==> config.mk <==
export PLATFORM = sky130hd
export DESIGN_NAME = adc_channel_scheduler_flat
export DESIGN_NICKNAME = d
export VERILOG_FILES = /design/src/rtl/adc_sched_pkg.sv /design/src/rtl/adc_channel_scheduler_if.sv /design/src/rtl/sample_fifo2.sv /design/src/rtl/adc_channel_scheduler.sv /design/src/flat_wrapper.sv
export SDC_FILE = /design/constraint.sdc
export NUM_CORES = 1
export LEC_CHECK = 0
export ABC_CLOCK_PERIOD_IN_PS = 7400
export BUFFER_PORTS_ARGS = -buffer_cell sky130_fd_sc_hd__buf_2
export CORE_MARGIN = 5
export CORE_UTILIZATION = 55
export DETAILED_ROUTE_END_ITERATION = 7
export GPL_TIMING_DRIVEN = 0
export PLACE_DENSITY = 0.7
export SYNTH_ARGS = -nofsm -noshare
export SYNTH_HDL_FRONTEND = slang
export SYNTH_SLANG_ARGS = --single-unit
==> constraint.sdc <==
create_clock -name clk -period 7.4 [get_ports clk]
set_input_delay 0.37 -clock clk [delete_from_list [all_inputs] [get_ports clk]]
set_output_delay 0.37 -clock clk [all_outputs]
set_load 0.02 [all_outputs]
==> src/rtl/adc_sched_pkg.sv <==
// Shared types and constants for the ADC channel scheduler.
// Latency: n/a (types only).
// Backpressure: n/a.
package adc_sched_pkg;

    typedef enum logic [1:0] {
        ST_IDLE  = 2'd0,
        ST_START = 2'd1,
        ST_WAIT  = 2'd2,
        ST_NEXT  = 2'd3
    } sched_state_e;

    // Wide enough for 125 MHz / 1 Hz frames and very long conversion budgets.
    localparam int TICK_CNT_W = 32;
    localparam int TMO_CNT_W  = 32;

    localparam int SMP_W = 12;

    typedef struct packed {
        logic             ch;
        logic [SMP_W-1:0] dat;
    } smp_entry_t;

endpackage

==> src/rtl/adc_channel_scheduler_if.sv <==
// Bundle between scheduler, SPI ADC engine and the sample consumer.
// Latency: n/a (wires only).
// Backpressure: smp_valid/smp_ready handshake on the result stream.
// master = scheduler side, slave = engine + consumer side.
interface adc_channel_scheduler_if;

    logic                            conv_start;
    logic                            conv_sgl;
    logic                            conv_odd;
    logic                            conv_done;
    logic [adc_sched_pkg::SMP_W-1:0] conv_data;
    logic                            smp_valid;
    logic                            smp_ready;
    logic [adc_sched_pkg::SMP_W-1:0] smp_data;
    logic                            smp_ch;

    modport master (
        output conv_start, conv_sgl, conv_odd,
        input  conv_done, conv_data,
        output smp_valid, smp_data, smp_ch,
        input  smp_ready
    );

    modport slave (
        input  conv_start, conv_sgl, conv_odd,
        output conv_done, conv_data,
        input  smp_valid, smp_data, smp_ch,
        output smp_ready
    );

endinterface

==> src/rtl/sample_fifo2.sv <==
// Two-entry result FIFO {channel, 12-bit sample}.
// Latency: push visible at pop side one clk later.
// Backpressure: push into a full FIFO without a same-cycle pop is dropped and flagged on drop.
// Ports: push_vld/push_dat in, drop out, pop_vld/pop_dat out, pop_rdy in.
module sample_fifo2
    import adc_sched_pkg::*;
(
    input  logic       clk,
    input  logic       rst_n,
    input  logic       push_vld,
    input  smp_entry_t push_dat,
    output logic       drop,
    output logic       pop_vld,
    input  logic       pop_rdy,
    output smp_entry_t pop_dat
);

    smp_entry_t e0_q, e0_d;
    smp_entry_t e1_q, e1_d;
    logic [1:0] cnt_q, cnt_d;
    logic       pop;
    logic       push_ok;

    always_comb begin
        pop     = (cnt_q != 2'd0) && pop_rdy;
        push_ok = push_vld && ((cnt_q != 2'd2) || pop);
        drop    = push_vld && !push_ok;
        e0_d    = e0_q;
        e1_d    = e1_q;
        cnt_d   = cnt_q;
        // e0 is always the head; a pop shifts e1 down first, then the push
        // lands in the first free slot of the post-pop occupancy.
        if (pop) begin
            e0_d  = e1_q;
            cnt_d = cnt_q - 2'd1;
        end
        if (push_ok) begin
            if (cnt_d == 2'd0) begin
                e0_d = push_dat;
            end else begin
                e1_d = push_dat;
            end
            cnt_d = cnt_d + 2'd1;
        end
    end

    always_ff @(posedge clk or negedge rst_n) begin
        if (!rst_n) begin
            e0_q  <= '0;
            e1_q  <= '0;
            cnt_q <= 2'd0;
        end else begin
            e0_q  <= e0_d;
            e1_q  <= e1_d;
            cnt_q <= cnt_d;
        end
    end

    assign pop_vld = (cnt_q != 2'd0);
    assign pop_dat = e0_q;

endmodule

==> src/rtl/adc_channel_scheduler.sv <==
// Frame scheduler: every FCLK/SAMPLE_RATE clks converts each enabled ADC channel in turn.
// Latency: conv_done -> smp_valid one clk when the result FIFO is empty.
// Backpressure: 2-deep result FIFO; overflow drops the new result and sets sticky overrun.
// Ports: clk/rst_n, enable level, clr_err, sticky overrun/timeout_err, bus (engine + result stream).
module adc_channel_scheduler
    import adc_sched_pkg::*;
#(
    parameter real        FCLK        = 125e6,
    parameter int         SAMPLE_RATE = 500,
    parameter logic [1:0] CH_MASK     = 2'b11,
    parameter bit         DIFF        = 1'b0,
    parameter int         TIMEOUT     = 40000
)(
    input  logic                    clk,
    input  logic                    rst_n,
    input  logic                    enable,
    input  logic                    clr_err,
    output logic                    overrun,
    output logic                    timeout_err,
    adc_channel_scheduler_if.master bus
);

    localparam int TICK_DIV = int'(FCLK / SAMPLE_RATE);
    localparam logic [TICK_CNT_W-1:0] TICK_LAST = TICK_CNT_W'(TICK_DIV - 1);
    localparam logic [TMO_CNT_W-1:0]  TMO_LAST  = TMO_CNT_W'(TIMEOUT - 1);

    sched_state_e          state_q, state_d;
    logic [TICK_CNT_W-1:0] tick_cnt_q, tick_cnt_d;
    logic [TMO_CNT_W-1:0]  wait_cnt_q, wait_cnt_d;
    logic                  ch_q, ch_d;
    logic                  overrun_q, overrun_d;
    logic                  timeout_err_q, timeout_err_d;

    logic       tick;
    logic       push_vld;
    logic       tmo_evt;
    logic       fifo_drop;
    smp_entry_t push_dat;
    smp_entry_t pop_dat;

    always_comb begin
        tick       = (tick_cnt_q == TICK_LAST);
        tick_cnt_d = tick ? '0 : tick_cnt_q + 1'b1;
        state_d    = state_q;
        ch_d       = ch_q;
        wait_cnt_d = wait_cnt_q;
        push_vld   = 1'b0;
        tmo_evt    = 1'b0;
        case (state_q)
            ST_IDLE: begin
                if (tick && enable && (CH_MASK != 2'b00)) begin
                    // Lowest enabled channel: CH0 unless it is masked off.
                    ch_d    = ~CH_MASK[0];
                    state_d = ST_START;
                end
            end
            ST_START: begin
                wait_cnt_d = '0;
                state_d    = ST_WAIT;
            end
            ST_WAIT: begin
                if (bus.conv_done) begin
                    push_vld = 1'b1;
                    state_d  = ST_NEXT;
                end else if (wait_cnt_q == TMO_LAST) begin
                    tmo_evt = 1'b1;
                    state_d = ST_NEXT;
                end else begin
                    wait_cnt_d = wait_cnt_q + 1'b1;
                end
            end
            ST_NEXT: begin
                // Only two channels, so CH1 is the only possible successor.
                if (!ch_q && CH_MASK[1]) begin
                    ch_d    = 1'b1;
                    state_d = ST_START;
                end else begin
                    state_d = ST_IDLE;
                end
            end
            default: state_d = ST_IDLE;
        endcase
    end

    // Sticky flags: clear first so a same-cycle set event wins.
    always_comb begin
        overrun_d     = overrun_q;
        timeout_err_d = timeout_err_q;
        if (clr_err) begin
            overrun_d     = 1'b0;
            timeout_err_d = 1'b0;
        end
        if ((tick && (state_q != ST_IDLE)) || fifo_drop) begin
            overrun_d = 1'b1;
        end
        if (tmo_evt) begin
            timeout_err_d = 1'b1;
        end
    end

    always_ff @(posedge clk or negedge rst_n) begin
        if (!rst_n) begin
            state_q       <= ST_IDLE;
            tick_cnt_q    <= '0;
            wait_cnt_q    <= '0;
            ch_q          <= 1'b0;
            overrun_q     <= 1'b0;
            timeout_err_q <= 1'b0;
        end else begin
            state_q       <= state_d;
            tick_cnt_q    <= tick_cnt_d;
            wait_cnt_q    <= wait_cnt_d;
            ch_q          <= ch_d;
            overrun_q     <= overrun_d;
            timeout_err_q <= timeout_err_d;
        end
    end

    assign push_dat = {ch_q, bus.conv_data};

    sample_fifo2 u_fifo (
        .clk      (clk),
        .rst_n    (rst_n),
        .push_vld (push_vld),
        .push_dat (push_dat),
        .drop     (fifo_drop),
        .pop_vld  (bus.smp_valid),
        .pop_rdy  (bus.smp_ready),
        .pop_dat  (pop_dat)
    );

    assign bus.conv_start = (state_q == ST_START);
    assign bus.conv_sgl   = ~DIFF;
    assign bus.conv_odd   = ch_q;
    assign bus.smp_ch     = pop_dat.ch;
    assign bus.smp_data   = pop_dat.dat;
    assign overrun        = overrun_q;
    assign timeout_err    = timeout_err_q;

endmodule

==> src/flat_wrapper.sv <==
// flat-port wrapper written by rule: the top's interface ports become plain ports
module adc_channel_scheduler_flat import adc_sched_pkg::*;
#(
    parameter real        FCLK        = 125e6,
    parameter int         SAMPLE_RATE = 500,
    parameter logic [1:0] CH_MASK     = 2'b11,
    parameter bit         DIFF        = 1'b0,
    parameter int         TIMEOUT     = 40000
)
  (clk, rst_n, enable, clr_err, overrun, timeout_err, bus_conv_start, bus_conv_sgl, bus_conv_odd, bus_conv_done, bus_conv_data, bus_smp_valid, bus_smp_data, bus_smp_ch, bus_smp_ready);
  adc_channel_scheduler_if bus_i ();
  input  logic clk;
  input  logic rst_n;
  input  logic enable;
  input  logic clr_err;
  output logic overrun;
  output logic timeout_err;
  output wire logic [$bits(bus_i.conv_start)-1:0] bus_conv_start;
  output wire logic [$bits(bus_i.conv_sgl)-1:0] bus_conv_sgl;
  output wire logic [$bits(bus_i.conv_odd)-1:0] bus_conv_odd;
  input wire logic [$bits(bus_i.conv_done)-1:0] bus_conv_done;
  input wire logic [$bits(bus_i.conv_data)-1:0] bus_conv_data;
  output wire logic [$bits(bus_i.smp_valid)-1:0] bus_smp_valid;
  output wire logic [$bits(bus_i.smp_data)-1:0] bus_smp_data;
  output wire logic [$bits(bus_i.smp_ch)-1:0] bus_smp_ch;
  input wire logic [$bits(bus_i.smp_ready)-1:0] bus_smp_ready;
  assign bus_conv_start = bus_i.conv_start;
  assign bus_conv_sgl = bus_i.conv_sgl;
  assign bus_conv_odd = bus_i.conv_odd;
  assign bus_i.conv_done = bus_conv_done;
  assign bus_i.conv_data = bus_conv_data;
  assign bus_smp_valid = bus_i.smp_valid;
  assign bus_smp_data = bus_i.smp_data;
  assign bus_smp_ch = bus_i.smp_ch;
  assign bus_i.smp_ready = bus_smp_ready;
  adc_channel_scheduler #(.FCLK(FCLK), .SAMPLE_RATE(SAMPLE_RATE), .CH_MASK(CH_MASK), .DIFF(DIFF), .TIMEOUT(TIMEOUT)) u_core (.clk(clk), .rst_n(rst_n), .enable(enable), .clr_err(clr_err), .overrun(overrun), .timeout_err(timeout_err), .bus(bus_i));
endmodule
-- Word-level counts from Yosys, hierarchy flattened
Index checks and enable logic that the tools add are counted.
Widths: inputs -> output; s select.
- logic and storage cells: 70
- output and inout bits: 19
- input port bits: 18
- register bits: 97
- eq/ne operators: 10
- bitwise gates (word level): 1
- add/sub/neg operators: 4
- reduce and logical (&&, ||, !) cells: 20
- muxes and demuxes: 24
- operators with widths (cell ; number):
    $mux 32 ; 3
    $add 32x1->32 const B ; 2
    $pmux 32 s2 ; 1
    $mux 13 ; 3
    $eq 32x16->1 const B ; 1
    $eq 32x18->1 const B ; 1
    $reduce_bool 2->1 ; 6
    $mux 1 ; 10
    $mux 2 ; 5
    $pmux 2 s4 ; 1
    $ne 2x2->1 const B ; 3
    $reduce_and 2->1 ; 3
    $logic_and 1x1->1 ; 5
    $eq 2x2->1 const B ; 2
    $logic_not 2->1 ; 2
    $ne 3x2->1 const B ; 1
    $reduce_and 3->1 ; 1
    $add 2x1->2 const B ; 1
    $eq 2x1->1 const B ; 1
    $logic_or 1x1->1 ; 2
    $ne 2x1->1 const B ; 1
    $pmux 1 s2 ; 1
    $sub 2x1->2 const B ; 1
    $logic_not 1->1 ; 1
    $not 1->1 ; 1

-- Logic depth before layout (Yosys ltp)
Gate-level depths: netlist of the first run.
- depth after elaboration: 8
- gate-level depth with buffers: 12

-- By module
A second synthesis of the first run with hierarchy kept.
- cell total of the unflattened synthesis: 478
- area, all modules: 5195.0 µm²
- by module, submodules not included (module ; area each (µm²) ; cells each ; times used):
    adc_channel_scheduler ; 3791.1 ; 385 ; 1
    sample_fifo2 ; 1403.8 ; 93 ; 1

-- Least setup slack after synthesis of the first run
Ideal clock, no wire load.
- kind: register -> register
- from: reg u_core.u_fifo.cnt_q[0]
- to: reg u_core.u_fifo.e1_q[10] (netlist name)
- setup time: 0.125 ns
- path slack: 5.080 ns
- data arrival time: 2.195 ns
- period minus slack after synthesis: 2.320 ns
- stages on the path, launching flop included: 10
- cell sequence: dfrtp_1 inv_1 ha_1 nand2b_1 clkbuf_1 xnor2_1 ha_1 nor2b_1 buf_2 mux2_2
- longest elaborated chain between the ends: 6
- RTL lines (element ; line ; source):
    start, declared ; sample_fifo2.sv:20 ; logic [1:0] cnt_q, cnt_d;
    start signal, assigned ; sample_fifo2.sv:55 ; cnt_q <= cnt_d;
    branches (longest 5 deep; another with $sub 2x1->2) ; -- ;
    $reduce_and 2->1 (no source line) * ; -- ;
    end signal, assigned ; sample_fifo2.sv:50 ; e1_q <= '0;
    end signal, assigned ; sample_fifo2.sv:54 ; e1_q <= e1_d;
    end, declared ; sample_fifo2.sv:19 ; smp_entry_t e1_q, e1_d;
Mark *: on every way between the ends.
A chain may end at the register's enable or synchronous reset.

-- Final worst setup path of the first run
- from: reg u_core.u_fifo.cnt_q[0]
- to: reg u_core.u_fifo.e1_q[1] (netlist name)
Same word-level chain as after synthesis.

==> metrics.csv, run 1 <==
metric,value,unit
end of the worst register-to-register path,u_core.u_fifo.e1_q[1]$_DFFE_PN0P_,
worst r2r src,u_core.u_fifo.cnt_q[0]$_DFF_PN0_,
vias in the first global route,3993,
kind of path behind the tightest hold check,input pin to flop,
Slowest Stage Delay on Critical Path,0.42,ns
layout filler cell count,748,
Num CTS Buffers,9,
final routed DRC violation total,0,
area of the die,11340,um2
number of failing setup endpoints in the final timing report,0,
time the final worst path needs with I/O delays and setup,2.777,ns
quantity of I/O buffers inserted on ports,35,
maximum capacitance violations,0,
CP Cell Sequence,"inv_1, ha_1, nand2b_1, clkbuf_1, xnor2_1, ha_1, nor2b_1, buf_2, mux2_2",
kind of capture point of the worst setup path,flop,
largest net degree at the start of global routing,62,
worst skew pair latency,0.37,ns
average routed wire per standard cell,17.79,um
Max Buffers Root-to-Sink,2,
initial antenna violation count,0,
CORE AREA,9153,um2
post-CTS resize count,0,
achievable frequency,0.3601,GHz
most frequent CP cell,sky130_fd_sc_hd__ha_1,
pins over their slew limit,0,
Post-CTS Repair Setup Buffers,0,
initial core utilization,55.95,%
sequential standard cell area,2427,um2
top post-synthesis cells by area,"sky130_fd_sc_hd__dfrtp_1, sky130_fd_sc_hd__xnor2_1, sky130_fd_sc_hd__mux2i_1, sky130_fd_sc_hd__nand2_1, sky130_fd_sc_hd__nand3_1",
kind of start point of the critical path,flop,
I/O pin cnt,37,
Root Buffer Master,sky130_fd_sc_hd__clkbuf_8,
start point of the worst min-delay path,bus_conv_data[3],
leakage component of the power,0.002565,uW
R2R Setup Slk,4.62,ns
via-per-instance ratio,6.238,
Worst Tran Pin Value,0.7129,ns
area of the mapped netlist,5121,um2
Max-slew headroom,52.47,%
placement row count,35,
worst vdd ir,0.2014,mV
area used by multi-input combinational logic,2477,um2
quantity of hold-fixing buffers added after cts,1,
top_reg_cell synth,sky130_fd_sc_hd__dfrtp_1,
number of cells on the worst hold path,3,
Post-synth EDFFs,0,
post-synthesis cell count,495,
Final Power,1564,uW
Iter 0 DRT Violations,190,
total nets after synthesis,523,
count of cell types in the netlist,61,
Worst Hold End,u_core.u_fifo.pop_dat[3]$_DFF_PN0_,
cells on worst reg2reg path,9,
largest driver fanout on the critical path,10,
final worst setup slack,4.623,ns
total of flip-flops plus latches after synthesis,97,
Layout area overhead,11.21,%
total negative setup slack,0,ns
CTS tree,yes,
final instance area,5695,um2
most common library cells after synthesis,"sky130_fd_sc_hd__dfrtp_1, sky130_fd_sc_hd__nand2_1, sky130_fd_sc_hd__nand3_1",
overall via count from detail_route,4111,
arrival time at the worst endpoint,3.03,ns
P per Cell Area,274.6,nW/um2
sequential area share after synthesis,47.40,%
endpoints failing hold,0,
area share of the largest cell type after synthesis,47.40,%
top cell type by total area after synthesis,sky130_fd_sc_hd__dfrtp_1,
fraction of final layout cells with drive strength greater than 1,17.15,%
global-route wire length before repair,19.60,mm
layout net count,571,
Post-Route WL,11.72,mm
remaining global-route overflow,0,
Finished Layout Cells,659,
Worst Path Required,7.66,ns
clock slew at the register clock pins of the worst setup and hold paths,0.11,ns
count of H-tree levels built during CTS,3,
outcome,"finished, final reports clean",
Post-synth ARST share,100.0,%
type of the worst setup path,flop to flop,
portion of the clock cycle consumed by the worst path in the final layout,37.53,%
placer's final routability congestion estimate,0.9366,
number of warning messages in the yosys log,0,
clock sink total,97,
unrepaired setup endpoints after global routing,no,
most repeated cell in the gate-level netlist after synthesis,sky130_fd_sc_hd__dfrtp_1,
Placed Area,5465,um2
Antenna Diode Count,0,
minimum setup slack after placement,4.600,ns
detailed-placement wirelength estimate,8.369,mm
aggregate global-route resource usage,21.35,%
"Slowest-stage cell, CP",sky130_fd_sc_hd__clkbuf_1,
first-pass iteration count of the detailed router,5,
die width,106.5,um
average cell area after synthesis,10.35,um2
final clock skew,0.01198,ns
height of the chip,106.5,um
number of nets still failing antenna checks after routing,0,
Inst Count DP,642,
layer usage:
metal | wire, um | global-route usage (%) | vias to the layer above | share of wire (%)
met1 | 5396 | 30.41 | 2005 | 46
met2 | 5327 | 32.35 | 150 | 45
met4 | 242 | 6.301 | 0 | 2.1
met3 | 756 | 5.343 | 27 | 6.4
met5 | 0 | 0 | - | 0
li1 | - | - | 1929 | -
worst max-delay path, delay by kind of cell (launching register included):
family / cells / cell delay [ns]
xor+xnor: 1 / 0.18
mux: 1 / 0.37
fa+ha+maj: 2 / 0.43
simple gates: 2 / 0.44
flops: 1 / 0.38
buf+inv: 3 / 0.88
worst max path at each step:
stage	startpoint	end	slack, ns	cells past startpoint
final	u_core.u_fifo.cnt_q[0]$_DFF_PN0_	u_core.u_fifo.e1_q[1]$_DFFE_PN0P_	4.62	9
after global placement	u_core.u_fifo.cnt_q[0]$_DFF_PN0_	u_core.u_fifo.e1_q[8]$_DFFE_PN0P_	4.70	9
after detailed placement	u_core.u_fifo.cnt_q[0]$_DFF_PN0_	u_core.u_fifo.pop_dat[9]$_DFF_PN0_	4.60	11
after global routing	u_core.u_fifo.cnt_q[0]$_DFF_PN0_	u_core.u_fifo.pop_dat[11]$_DFF_PN0_	4.32	12
after CTS	u_core.u_fifo.cnt_q[0]$_DFF_PN0_	u_core.u_fifo.pop_dat[9]$_DFF_PN0_	4.59	11
after floorplan	u_core.u_fifo.cnt_q[0]$_DFF_PN0_	u_core.u_fifo.e1_q[10]$_DFFE_PN0P_	5.08	9
through the flow:
step | utilization [%] | hold slack, ns
after floorplan | - | 0.07441
after CTS | 62.23 | 0.2058
after global placement | 59.38 | 0.4657
after global routing | 62.23 | 0.2090
after detailed placement | 59.71 | 0.3726
final | 62.23 | 0.2144
area by class of cell:
type / count / share of cell area (%)
Buffer: 25 / 2.878
Timing Repair Buffer: 37 / 3.779
Inverter: 14 / 0.9227
Multi-Input combinational cell: 359 / 43.50
Sequential cell: 97 / 42.62
Clock inverter: 7 / 1.692
Clock buffer: 9 / 2.175
Tap cell: 111 / 2.438
cells in the final DEF, fill, tap and decap left out, types with 4 or more instances in the layout:
master | synthesis | final
sky130_fd_sc_hd__dfrtp_1 | 97 | 97
sky130_fd_sc_hd__nand2_1 | 51 | 51
sky130_fd_sc_hd__buf_2 | 3 | 37
sky130_fd_sc_hd__nand3_1 | 34 | 34
sky130_fd_sc_hd__xnor2_1 | 25 | 25
sky130_fd_sc_hd__mux2i_1 | 21 | 21
sky130_fd_sc_hd__o21ai_0 | 19 | 19
sky130_fd_sc_hd__nand4_1 | 18 | 18
sky130_fd_sc_hd__nor4_1 | 18 | 18
sky130_fd_sc_hd__nor2_1 | 18 | 18
sky130_fd_sc_hd__inv_1 | 14 | 14
sky130_fd_sc_hd__mux2_2 | 13 | 13
sky130_fd_sc_hd__nor3_1 | 12 | 12
sky130_fd_sc_hd__clkbuf_1 | 11 | 11
sky130_fd_sc_hd__and4_1 | 11 | 11
sky130_fd_sc_hd__ha_1 | 10 | 10
sky130_fd_sc_hd__and3_1 | 9 | 9
sky130_fd_sc_hd__clkbuf_8 | 0 | 9
sky130_fd_sc_hd__xor2_1 | 8 | 8
sky130_fd_sc_hd__and2_1 | 7 | 7
sky130_fd_sc_hd__a21o_1 | 7 | 7
sky130_fd_sc_hd__o211ai_1 | 7 | 7
sky130_fd_sc_hd__buf_4 | 5 | 6
sky130_fd_sc_hd__a31oi_1 | 6 | 6
sky130_fd_sc_hd__o311ai_0 | 6 | 6
sky130_fd_sc_hd__o31ai_1 | 5 | 5
sky130_fd_sc_hd__a21oi_1 | 4 | 4
sky130_fd_sc_hd__buf_6 | 4 | 4
sky130_fd_sc_hd__a211o_1 | 4 | 4
logic make-up after synthesis:
| kind of cell | Yosys count | synth area share [%] |
|---|---|---|
| AND/OR/NAND/NOR | 204 | 22.28 |
| flip-flops | 97 | 47.40 |
| AO/OA/AOI/OAI | 76 | 10.68 |
| buffers and inverters | 39 | 4.227 |
| multiplexers | 35 | 7.256 |
| XOR/XNOR | 33 | 5.644 |
| adder cells (fa/ha/maj) | 10 | 2.443 |
| other | 1 | 0.07323 |
flip-flops by register name, summed over array words and instances, names as in the netlist:
signal / cells
u_core.tick_cnt_q: 32
u_core.wait_cnt_q: 32
u_core.u_fifo.e1_q: 13
u_core.u_fifo.pop_dat: 13
u_core.state_q: 2
u_core.u_fifo.cnt_q: 2
u_core.bus.conv_odd: 1
u_core.overrun: 1
u_core.timeout_err: 1
power by group:
group | internal (uW) | leakage [uW] | total, uW | switching, uW
sequential | 622 | 0.00127 | 679 | 57.1
clock | 168 | 0.000109 | 378 | 211
combinational | 196 | 0.00119 | 507 | 311
Power figures use the tool's default switching activity.
==> inputs of run 2 (changes only) <==
Settings changed: ABC_CLOCK_PERIOD_IN_PS 7400 to 2500, PLACE_DENSITY 0.7 to 0.73.
Clock period 7.4 ns to 2.5 ns, I/O delays scaled along.
==> metrics.csv, run 2 (synthesis results as in run 1) <==
metric,value,unit
kind of path behind the tightest hold check,input pin to flop,
layout filler cell count,750,
largest driver fanout on the critical path,10,
Max Buffers Root-to-Sink,2,
placer's final routability congestion estimate,0.8914,
most heavily used metal layer in global routing,met2,
GR met3 Demand/Resource,3.947,%
vias in the first global route,4144,
height of the chip,106.5,um
Layout area overhead,13.66,%
kind of capture point of the worst setup path,flop,
area of the die,11340,um2
average routed wire per standard cell,17.52,um
cell-internal power,2858,uW
Post-Route WL,11.75,mm
number of nets still failing antenna checks after routing,0,
final routed DRC violation total,0,
overall via count from detail_route,4116,
clock slew at the register clock pins of the worst setup and hold paths,0.10,ns
Worst Tran Pin Value,0.7250,ns
most used cells in the layout excluding fill and tap cells,"sky130_fd_sc_hd__dfrtp_1, sky130_fd_sc_hd__nand2_1, sky130_fd_sc_hd__buf_2",
Iter 0 DRT Violations,201,
Root Buffer Master,sky130_fd_sc_hd__clkbuf_8,
pins over their slew limit,0,
switching power,1697,uW
initial antenna violation count,0,
Antenna Diode Count,0,
Max-slew headroom,51.66,%
remaining global-route overflow,0,
Final Power,4554,uW
placement row count,35,
"leading cell type in the layout, fill and taps excluded",sky130_fd_sc_hd__dfrtp_1,
switching fraction of total power,37.25,%
portion of the clock cycle consumed by the worst path in the final layout,98.02,%
outcome,"finished, final reports clean",
sequential share of power,44.0,%
count of H-tree levels built during CTS,3,
quantity of I/O buffers inserted on ports,35,
final clock skew,0.01705,ns
Final Core Density,63.60,%
Worst Path Required,2.76,ns
Num CTS Buffers,9,
leakage component of the power,0.002617,uW
via-per-instance ratio,6.134,
unrepaired setup endpoints after global routing,yes,
kind of start point of the critical path,flop,
clock sink total,97,
global-route wire length before repair,20.36,mm
die width,106.5,um
worst skew pair latency,0.37,ns
largest registers ranked by flip-flop count,"u_core.tick_cnt_q x32, u_core.wait_cnt_q x32",
worst vdd ir,0.5839,mV
detailed-placement wirelength estimate,8.297,mm
Post-CTS Repair Setup Buffers,0,
minimum hold slack,0.1210,ns
arrival time at the worst endpoint,2.71,ns
clock power share,22.1,%
fraction of met1 tracks used by global routing,30.65,%
CTS tree,yes,
number of failing setup endpoints in the final timing report,0,
CORE AREA,9153,um2
layout net count,583,
cells on worst reg2reg path,8,
largest net degree at the start of global routing,67,
maximum capacitance violations,0,
combinational cell fraction of total power,33.9,%
number of cells on the worst hold path,3,
type of the worst setup path,flop to flop,
I/O pin cnt,37,
fraction of final layout cells with drive strength greater than 1,18.04,%
achievable frequency,0.4081,GHz
aggregate global-route resource usage,22.24,%
initial core utilization,55.95,%
GR Layer Usage met2,35.29,%
P per Cell Area,782.4,nW/um2
first-pass iteration count of the detailed router,4,
time the final worst path needs with I/O delays and setup,2.451,ns
endpoints failing hold,0,
run 2: routing by layer:
layer / vias to the layer above / routed length (um) / share of wire [%]
met5: - / 0 / 0
li1: 1954 / - / -
met4: 0 / 196 / 1.7
met3: 19 / 623 / 5.3
met1: 2007 / 5368 / 46
met2: 136 / 5564 / 47
run 2: cell type report:
cell class	instances	area [um2]	share of cell area, %
plain buffers	24	166.4	2.859
well taps	111	138.9	2.386
clock buffers	10	137.6	2.365
multi-input cells	359	2499	42.93
inverters	14	52.55	0.9028
repair buffers	50	345.3	5.933
clock inverters	6	53.80	0.9243
flip-flops and latches	97	2427	41.70
run 2: what timing repair did:
action                     4_1_cts  5_1_grt
hold buffers                    14        0
setup endpoints to repair       23       32
hold endpoints to repair        56        0
gates resized for setup          3        7
run 2: through the flow:
stage               area (um2)  setup WS, ns  std cells  TNS, ns
floorplan                 5121        0.1802        495        0
global placement          5435       -0.1444        641   -2.772
detailed placement        5465       -0.2170        642   -4.053
CTS                       5798      0.007766        671        0
global route              5821       -0.1147        671   -1.771
finish                    5821       0.04949        671        0
run 2: path summary, 6_finish.rpt:
check,startpoint,endpoint,slack (ns)
setup / recovery,u_core.u_fifo.cnt_q[0]$_DFF_PN0_,u_core.u_fifo.e1_q[4]$_DFFE_PN0P_,0.05
hold / removal,enable,u_core.bus.conv_odd$_DFFE_PN0P_,0.12
setup reg to reg,u_core.u_fifo.cnt_q[0]$_DFF_PN0_,u_core.u_fifo.e1_q[4]$_DFFE_PN0P_,0.05
hold reg to reg,u_core.tick_cnt_q[31]$_DFF_PN0_,u_core.tick_cnt_q[31]$_DFF_PN0_,0.49
max in group asynchronous,rst_n,u_core.wait_cnt_q[21]$_DFFE_PN0P_,1.62
min in group asynchronous,rst_n,u_core.wait_cnt_q[18]$_DFFE_PN0P_,0.24
run 2: power by group through the flow:
stage               Sequential, uW  Combinational, uW  Clock, uW
floorplan                     2130                911          0
global placement              2010               1460          0
detailed placement            2030               1510          0
CTS                           2000               1530       1030
global route                  2040               1720       1100
finish                        2000               1540       1010
run 2: critical path, cell delays in order (launching register included):
cell	delay (ns)
sky130_fd_sc_hd__dfrtp_1	0.33
sky130_fd_sc_hd__inv_1	0.07
sky130_fd_sc_hd__ha_1	0.21
sky130_fd_sc_hd__nand2b_2	0.29
sky130_fd_sc_hd__xnor2_1	0.21
sky130_fd_sc_hd__ha_1	0.23
sky130_fd_sc_hd__nor2b_1	0.30
sky130_fd_sc_hd__clkbuf_4	0.33
sky130_fd_sc_hd__mux2_2	0.37
